File: config.mk
export PLATFORM = sky130hd
export DESIGN_NAME = pipe_stage_reg
export DESIGN_NICKNAME = d
export VERILOG_FILES = /design/src/rtl/pipe_stage_reg.sv
export SDC_FILE = /design/constraint.sdc
export NUM_CORES = 1
export LEC_CHECK = 0
export CAP_MARGIN = 0
export CORE_MARGIN = 4
export CORE_UTILIZATION = 40
export DETAILED_ROUTE_END_ITERATION = 8
export HOLD_SLACK_MARGIN = 0.08
export PLACE_DENSITY = 0.78
export SYNTH_ARGS = -nofsm -noshare
export SYNTH_HDL_FRONTEND = slang
export SYNTH_SLANG_ARGS = --single-unit
File: constraint.sdc
create_clock -name clk_i -period 3.1 [get_ports clk_i]
set_clock_uncertainty 0.15 [all_clocks]
set_input_delay 0.93 -clock clk_i [delete_from_list [all_inputs] [get_ports clk_i]]
set_output_delay 0.93 -clock clk_i [all_outputs]
set_load 0.03 [all_outputs]
File: src/rtl/pipe_stage_reg.sv
// rtl/pipe_stage_reg.sv - inter-stage pipeline register with skid entry, flush-to-bubble and freeze
//
// Purpose: carries a PC plus payload between two CPU pipeline stages using a
// valid/ready handshake. A one-entry skid buffer absorbs a downstream stall so
// in_ready_o depends only on registered state and freeze_i, never on out_ready_i.
//
// Ports:
//   clk_i, rst_i          clock, synchronous active-high reset
//   freeze_i              global stall, holds every register
//   flush_i               squash held entries, load bubble into main entry
//   in_valid_i/in_ready_o upstream handshake, pc_i/data_i upstream beat
//   out_valid_o/out_ready_i downstream handshake, pc_o/data_o main entry
//   flush_cnt_o           saturating count of executed flushes

module pipe_stage_reg #(
    parameter int                 PC_W   = 32,
    parameter int                 DATA_W = 32,
    parameter logic [DATA_W-1:0]  BUBBLE = {DATA_W{1'b0}},
    parameter int                 CNT_W  = 8
) (
    input  logic              clk_i,
    input  logic              rst_i,
    input  logic              freeze_i,
    input  logic              flush_i,
    input  logic              in_valid_i,
    output logic              in_ready_o,
    input  logic [PC_W-1:0]   pc_i,
    input  logic [DATA_W-1:0] data_i,
    output logic              out_valid_o,
    input  logic              out_ready_i,
    output logic [PC_W-1:0]   pc_o,
    output logic [DATA_W-1:0] data_o,
    output logic [CNT_W-1:0]  flush_cnt_o
);

    // Occupancy is encoded directly by {m_v, s_v}; ST_BAD cannot be reached
    // but is listed so every bit pattern has a name.
    typedef enum logic [1:0] {
        ST_EMPTY = 2'b00,
        ST_BAD   = 2'b01,
        ST_ONE   = 2'b10,
        ST_FULL  = 2'b11
    } state_t;

    logic              m_v_q,    m_v_d;
    logic [PC_W-1:0]   m_pc_q,   m_pc_d;
    logic [DATA_W-1:0] m_data_q, m_data_d;
    logic              s_v_q,    s_v_d;
    logic [PC_W-1:0]   s_pc_q,   s_pc_d;
    logic [DATA_W-1:0] s_data_q, s_data_d;
    logic [CNT_W-1:0]  flush_cnt_q, flush_cnt_d;

    state_t state;
    logic   accept;
    logic   drain;

    assign state       = state_t'({m_v_q, s_v_q});
    assign in_ready_o  = ~s_v_q & ~freeze_i;
    assign accept      = in_valid_i & in_ready_o;
    assign drain       = m_v_q & out_ready_i & ~freeze_i;
    assign out_valid_o = m_v_q;
    assign pc_o        = m_pc_q;
    assign data_o      = m_data_q;
    assign flush_cnt_o = flush_cnt_q;

    always_comb begin
        m_v_d       = m_v_q;
        m_pc_d      = m_pc_q;
        m_data_d    = m_data_q;
        s_v_d       = s_v_q;
        s_pc_d      = s_pc_q;
        s_data_d    = s_data_q;
        flush_cnt_d = flush_cnt_q;

        if (freeze_i) begin
            // everything holds; a pending flush waits for freeze to fall
        end else if (flush_i) begin
            // any beat offered this cycle is dropped even though in_ready_o may be 1
            m_v_d    = 1'b0;
            s_v_d    = 1'b0;
            m_pc_d   = pc_i;
            m_data_d = BUBBLE;
            if (flush_cnt_q != {CNT_W{1'b1}}) begin
                flush_cnt_d = flush_cnt_q + CNT_W'(1);
            end
        end else begin
            case (state)
                ST_EMPTY: begin
                    if (accept) begin
                        m_v_d    = 1'b1;
                        m_pc_d   = pc_i;
                        m_data_d = data_i;
                    end
                end
                ST_ONE: begin
                    if (accept && drain) begin
                        m_pc_d   = pc_i;
                        m_data_d = data_i;
                    end else if (accept) begin
                        s_v_d    = 1'b1;
                        s_pc_d   = pc_i;
                        s_data_d = data_i;
                    end else if (drain) begin
                        // payload fields keep their last values
                        m_v_d = 1'b0;
                    end
                end
                ST_FULL: begin
                    if (drain) begin
                        m_pc_d   = s_pc_q;
                        m_data_d = s_data_q;
                        s_v_d    = 1'b0;
                    end
                end
                default: begin
                    // unreachable skid-without-main: discard the orphan skid
                    s_v_d = 1'b0;
                end
            endcase
        end
    end

    always_ff @(posedge clk_i) begin
        if (rst_i) begin
            m_v_q       <= 1'b0;
            m_pc_q      <= '0;
            m_data_q    <= BUBBLE;
            s_v_q       <= 1'b0;
            s_pc_q      <= '0;
            s_data_q    <= BUBBLE;
            flush_cnt_q <= '0;
        end else begin
            m_v_q       <= m_v_d;
            m_pc_q      <= m_pc_d;
            m_data_q    <= m_data_d;
            s_v_q       <= s_v_d;
            s_pc_q      <= s_pc_d;
            s_data_q    <= s_data_d;
            flush_cnt_q <= flush_cnt_d;
        end
    end

endmodule

==> flow_metrics.py, run 1 <==
metrics = {
    "sta": {
        "worst_pin_slew_ps": 1080,
        "relSlewSlack": 0.274,
        "finalCriticalPeriod_ps": 2740,
        "fin_crit_sh": 0.885,
        "hold_ws_ps": 302,
        "rsz0062_at_grt": "false",
        "tns_ps": 0,
        "hold_viol_final": 0,
        "fmax_ghz": 0.365,
        "setup_ws_ps": 358,
        "finalSetupViolCount": 0,
        "drv_slew": 0,
    },
    "clock_tree": {
        "cts.root.buffer_cell": "clkbuf_16",
        "post_cts_resized": 0,
        "cts_tree": "yes",
        "ctsHoldBuffers": 0,
        "cts_sinks": 138,
        "cts_setup_buffers": 0,
        "ctsHtreeMaxLevel": 4,
        "clockBufferDepth": 2,
        "clk_latency_ps": 410,
        "path_clk_slew_ps": 60,
        "cts_made_buffers": 17,
    },
    "finish": {
        "final_util": 0.556,
        "n_antenna_cell": 0,
        "areaGrowthSynthToFinish_pct": 36.0,
        "layout.nets": 859,
        "drive_above_1_share": 0.105,
    },
    "yosys": {
        "yosysWarnings": 0,
        "ys_top_cells_by_area": "dfxtp_1, nand2_1, o41ai_2",
        "async_flop_share": 0,
        "syn_avg_cell_area_um2": 8.86,
        "synth_largest_area_cell": "dfxtp_1",
        "ys_ff_latch": 138,
        "yosysUniqueCellTypes": 43,
        "synth-main-ff-cell": "dfxtp_1",
        "yosysSeqAreaShare": 0.463,
        "syn-num-nets": 745,
        "synth_top_area_frac": 0.463,
        "synth_area_mm2": 0.00597,
        "synth_enable_flop_cells": 0,
        "syn-instance-count": 674,
    },
    "route": {
        "drc": 0,
        "ant_nets": 0,
        "dr.pass1.iters": 4,
        "first_iter_violations": 304,
        "avgRoutedWirePerCell_um": 15.3,
        "num_vias": 5232,
        "wirelength_um": 15100,
        "viasPerCell": 5.32,
    },
    "worst_setup_path": {
        "cpMaxStageDelayCell": "clkdlybuf4s50_1",
        "crit_family": "buffers and inverters",
        "cpPeakStageDelay_ps": 500,
        "critPathKind": "input pin to primary output",
        "worst-path-stages": 3,
        "required_ps": 2020,
        "arrival_ps": 1660,
        "ff2ff_path_depth": 3,
        "crit_buf_inv": 2,
        "start_kind": "input pin",
        "crit_fanout": 3,
        "end_kind": "primary output",
        "cp_cell_sequence": "clkdlybuf4s50_1 -> nor2_1 -> buf_4",
    },
    "global_routing": {
        "grt_pass1_wl_um": 24100,
        "grt_max_degree": 65,
        "grt_pass1_vias": 4903,
        "track_usage": 0.176,
        "grt_overflow": 0,
        "grt_antenna_before_repair": 0,
    },
    "run_status": {
        "status": "complete, no violations",
    },
    "place": {
        "portBuffers": 143,
        "post-place-ws_ps": 239,
        "gp_congestion": 0.795,
        "dp.final_hpwl_um": 9250,
    },
    "die": {
        "die_h_um": 130,
        "die_w_um": 130,
        "rows": 44,
        "io_pins": 144,
        "core_mm2": 0.0146,
        "die_area_mm2": 0.0169,
        "initial_utilization": 0.409,
    },
    "pwr": {
        "p_leak_uw": 0.00314,
        "ir_drop_uv": 328,
        "p_per_area_mw_per_mm2": 559,
    },
    "min_path": {
        "min_path_cells": 2,
        "hp-class": "register to register",
    },
    "run": {
        "max-cap-violations": 0,
    },
}
-- cells in the mapped netlist (all sizes together), types with 2 or more instances --
| cell | number |
|---|---|
| a31oi | 34 |
| clkbuf | 36 |
| nand3b | 33 |
| o21ai | 2 |
| o41ai | 32 |
| mux2i | 34 |
| nand2 | 197 |
| a21oi | 69 |
| nor2 | 8 |
| nor3 | 2 |
| inv | 4 |
| o21a | 32 |
| nor4 | 2 |
| buf | 28 |
| dfxtp | 138 |
-- sequential cells by signal, summed over array words and instances, names as in the netlist --
| name | flops |
|---|---|
| flush_cnt_o | 8 |
| data_o | 32 |
| pc_o | 32 |
| s_data_q | 32 |
| s_v_q | 1 |
| s_pc_q | 32 |
| out_valid_o | 1 |
-- cells by family (layout without fill, tap and decap cells) --
| family | count (synthesis) | in the layout | share of synthesized area |
|---|---|---|---|
| buffers and inverters | 68 | 194 | 0.0558 |
| flip-flops | 138 | 138 | 0.463 |
| AND/OR/NAND/NOR | 253 | 253 | 0.189 |
| multiplexers | 34 | 34 | 0.0570 |
| XOR/XNOR | 2 | 2 | 0.00293 |
| AO/OA/AOI/OAI | 178 | 178 | 0.231 |
| adder cells (fa/ha/maj) | 1 | 1 | 0.00210 |
-- final timing paths --
check                end  slack [ps]         from
max           in_ready_o         360     freeze_i
min          s_data_q[2]         300  s_data_q[2]
max reg2reg    data_o[7]        1030        s_v_q
min reg2reg  s_data_q[2]         300  s_data_q[2]
-- worst reg2reg max path, delay by kind of cell, from the launching register on --
kind	cells	cell delay (ps)
compound gates	1	300
flops	1	500
mux	1	330
simple gates	1	680
-- placed cells by master, fill, tap and decap left out, drive strengths merged, types with 19 or more instances in the layout --
master	count
mux2i	34
nand3b	33
o21a	32
dfxtp	138
a31oi	34
clkdlybuf4s50	140
buf	19
clkbuf	20
o41ai	32
nand2	197
a21oi	69
-- power by group --
part | switching (µW) | leakage [µW] | internal (µW)
Clock | 756 | 0.000294 | 1320
Combinational | 316 | 0.00173 | 268
Sequential | 38.3 | 0.00112 | 1840
Total | 1110 | 0.00314 | 3430
-- area by class of cell --
cell class	instances	area (µm²)
inverters	4	15.0
fillers	1291	6470
clock inverters	11	145
multi-input cells	468	2880
flip-flops and latches	138	2760
repair buffers	159	1620
well taps	184	230
clock buffers	20	467
-- metal layers --
| metal | up-vias | wire length, µm | share of wire | global-route usage |
|---|---|---|---|---|
| li1 | 2587 | - | - | - |
| met1 | 2475 | 6570 | 0.44 | 0.223 |
| met2 | 145 | 7260 | 0.48 | 0.284 |
| met3 | 25 | 955 | 0.063 | 0.0512 |
| met4 | 0 | 285 | 0.019 | 0.0672 |
| met5 | - | 0 | 0 | 0 |
-- metrics by stage --
stage	power [µW]	instances	area, µm²
after CTS	4580	984	8120
after global placement	2490	953	7510
after global routing	4690	984	8120
after detailed placement	2500	953	7510
final	4540	984	8120
after floorplan	2230	674	5970
Note: power is estimated with default switching activity, not from simulation.
==> inputs of run 2 (changes only) <==
--- a/config.mk
+++ b/config.mk
@@ -7,10 +7,11 @@
 export LEC_CHECK = 0
 export CAP_MARGIN = 0
 export CORE_MARGIN = 4
-export CORE_UTILIZATION = 40
+export CORE_UTILIZATION = 50
 export DETAILED_ROUTE_END_ITERATION = 8
+export GPL_TIMING_DRIVEN = 0
 export HOLD_SLACK_MARGIN = 0.08
-export PLACE_DENSITY = 0.78
+export PLACE_DENSITY = 0.91
 export SYNTH_ARGS = -nofsm -noshare
 export SYNTH_HDL_FRONTEND = slang
 export SYNTH_SLANG_ARGS = --single-unit
==> run 2 against run 1 <==
Effect of this change:
- total power up 6.1%
- utilization is 16 points higher
- critical path depth unchanged
- via count grew 7.1%
==> flow_metrics.py, run 2 (synthesis results as in run 1) <==
metrics = {
    "die": {
        "rows": 39,
        "die_area_mm2": 0.0138,
        "initial_utilization": 0.516,
        "die_w_um": 117,
        "core_mm2": 0.0116,
        "die_h_um": 117,
        "io_pins": 144,
    },
    "sta": {
        "tns_ps": 0,
        "hold_ws_ps": 305,
        "finalSetupViolCount": 0,
        "fin_crit_sh": 0.955,
        "relSlewSlack": 0.494,
        "finalCriticalPeriod_ps": 2960,
        "drv_slew": 0,
        "setup_ws_ps": 140,
        "fmax_ghz": 0.338,
        "rsz0062_at_grt": "false",
        "hold_viol_final": 0,
        "worst_pin_slew_ps": 759,
    },
    "min_path": {
        "min_from": "s_data_q[14]",
        "holdPathEnd": "s_data_q[14]",
        "min_path_cells": 2,
        "hp-class": "register to register",
    },
    "place": {
        "placed_area_mm2": 0.00756,
        "post-place-ws_ps": 3.63,
        "dp.final_hpwl_um": 11500,
        "gp_congestion": 0.867,
        "placed_cells": 958,
        "portBuffers": 141,
    },
    "global_routing": {
        "grt_overflow": 0,
        "grt_antenna_before_repair": 0,
        "grt_pass1_wl_um": 26500,
        "grt_max_degree": 17,
        "track_usage": 0.244,
        "grt_pass1_vias": 5469,
    },
    "worst_setup_path": {
        "r2r_start": "out_valid_o",
        "critPathKind": "input pin to primary output",
        "required_ps": 2020,
        "crit_fanout": 8,
        "arrival_ps": 1880,
        "reg2reg_to": "s_pc_q[13]",
        "rrSetupSlack_ps": 1060,
        "start_kind": "input pin",
        "cpMaxStageDelayCell": "clkdlybuf4s50_1",
        "cpPeakStageDelay_ps": 670,
        "cp_cell_sequence": "buf_2 -> nor2_1 -> clkdlybuf4s50_1",
        "end_kind": "primary output",
        "crit_family": "buffers and inverters",
        "crit_buf_inv": 2,
        "ff2ff_path_depth": 6,
    },
    "finish": {
        "areaGrowthSynthToFinish_pct": 38.1,
        "drive_above_1_share": 0.105,
        "stdcell_count": 990,
        "multi_input_area_mm2": 0.00287,
        "finalInstanceArea_mm2": 0.00824,
        "layout.nets": 905,
        "final_cell_mix": "nand2_1, clkdlybuf4s50_1, dfxtp_1, a21oi_1, clkbuf_1",
        "regArea_mm2": 0.00276,
        "layout_commonest_cell": "nand2_1",
        "nFillCells": 848,
        "n_antenna_cell": 0,
    },
    "route": {
        "avgRoutedWirePerCell_um": 16.9,
        "dr.pass1.iters": 6,
        "viasPerCell": 5.66,
        "num_vias": 5601,
        "wirelength_um": 16700,
        "first_iter_violations": 499,
        "drc": 0,
        "ant_nets": 0,
    },
    "clock_tree": {
        "cts_sinks": 138,
        "path_clk_slew_ps": 50,
        "clk_latency_ps": 410,
        "ctsHtreeMaxLevel": 4,
        "ctsHoldBuffers": 0,
        "cts_made_buffers": 17,
        "cts_tree": "yes",
        "cts_setup_buffers": 0,
        "post_cts_resized": 0,
        "clockBufferDepth": 2,
        "cts.root.buffer_cell": "clkbuf_16",
    },
    "run": {
        "max-cap-violations": 0,
    },
    "pwr": {
        "p_per_area_mw_per_mm2": 584,
        "ir_drop_uv": 592,
        "p_leak_uw": 0.00324,
    },
    "run_status": {
        "status": "complete, no violations",
    },
}
## run 2: power by group
group	internal, µW	total [µW]	switching [µW]
Sequential	1840	1870	34.6
Clock	1570	2330	753
Combinational	271	614	343
## run 2: cell type report
cell class              instances  share of cell area
plain buffers                  64              0.0385
clock buffers                  21              0.0571
clock inverters                11              0.0260
inverters                       4             0.00182
multi-input cells             468               0.349
flip-flops and latches        138               0.335
well taps                     143              0.0217
repair buffers                141               0.171
## run 2: worst max-delay path by stage
stage	start	end	slack (ps)	cells after the start
detailed placement	flush_i	pc_o[16]	4	7
finish	freeze_i	in_ready_o	140	3
CTS	freeze_i	in_ready_o	140	3
floorplan	freeze_i	in_ready_o	530	2
global route	freeze_i	in_ready_o	120	3
global placement	flush_i	pc_o[10]	30	7
## run 2: worst register-to-register path, stage by stage, from the launching register on
cell and delay (ps):
dfxtp_1 320, clkbuf_2 160, and2b_1 250, nand2_1 360, clkbuf_1 470, nand2_1 100
a21oi_1 160
## run 2: stage by stage
step                total power (µW)  utilization
detailed placement              2520        0.654
global route                    4950        0.713
floorplan                       2230            -
finish                          4810        0.713
global placement                2510        0.654
CTS                             4830        0.713
## run 2: layer usage
metal / vias to the layer above / GRT usage / wire length, µm
met5: - / 0 / 0
met4: 0 / 0.109 / 440
met3: 34 / 0.0550 / 1090
met2: 236 / 0.395 / 8110
met1: 2654 / 0.312 / 7070
li1: 2677 / - / -
==> inputs of run 3 (changes only) <==
--- a/config.mk
+++ b/config.mk
@@ -15,3 +15,4 @@
 export SYNTH_ARGS = -nofsm -noshare
 export SYNTH_HDL_FRONTEND = slang
 export SYNTH_SLANG_ARGS = --single-unit
+export TNS_END_PERCENT = 10
==> results of run 3 <==
Same layout as run 2: the final DEF is identical, and so are final timing and power.
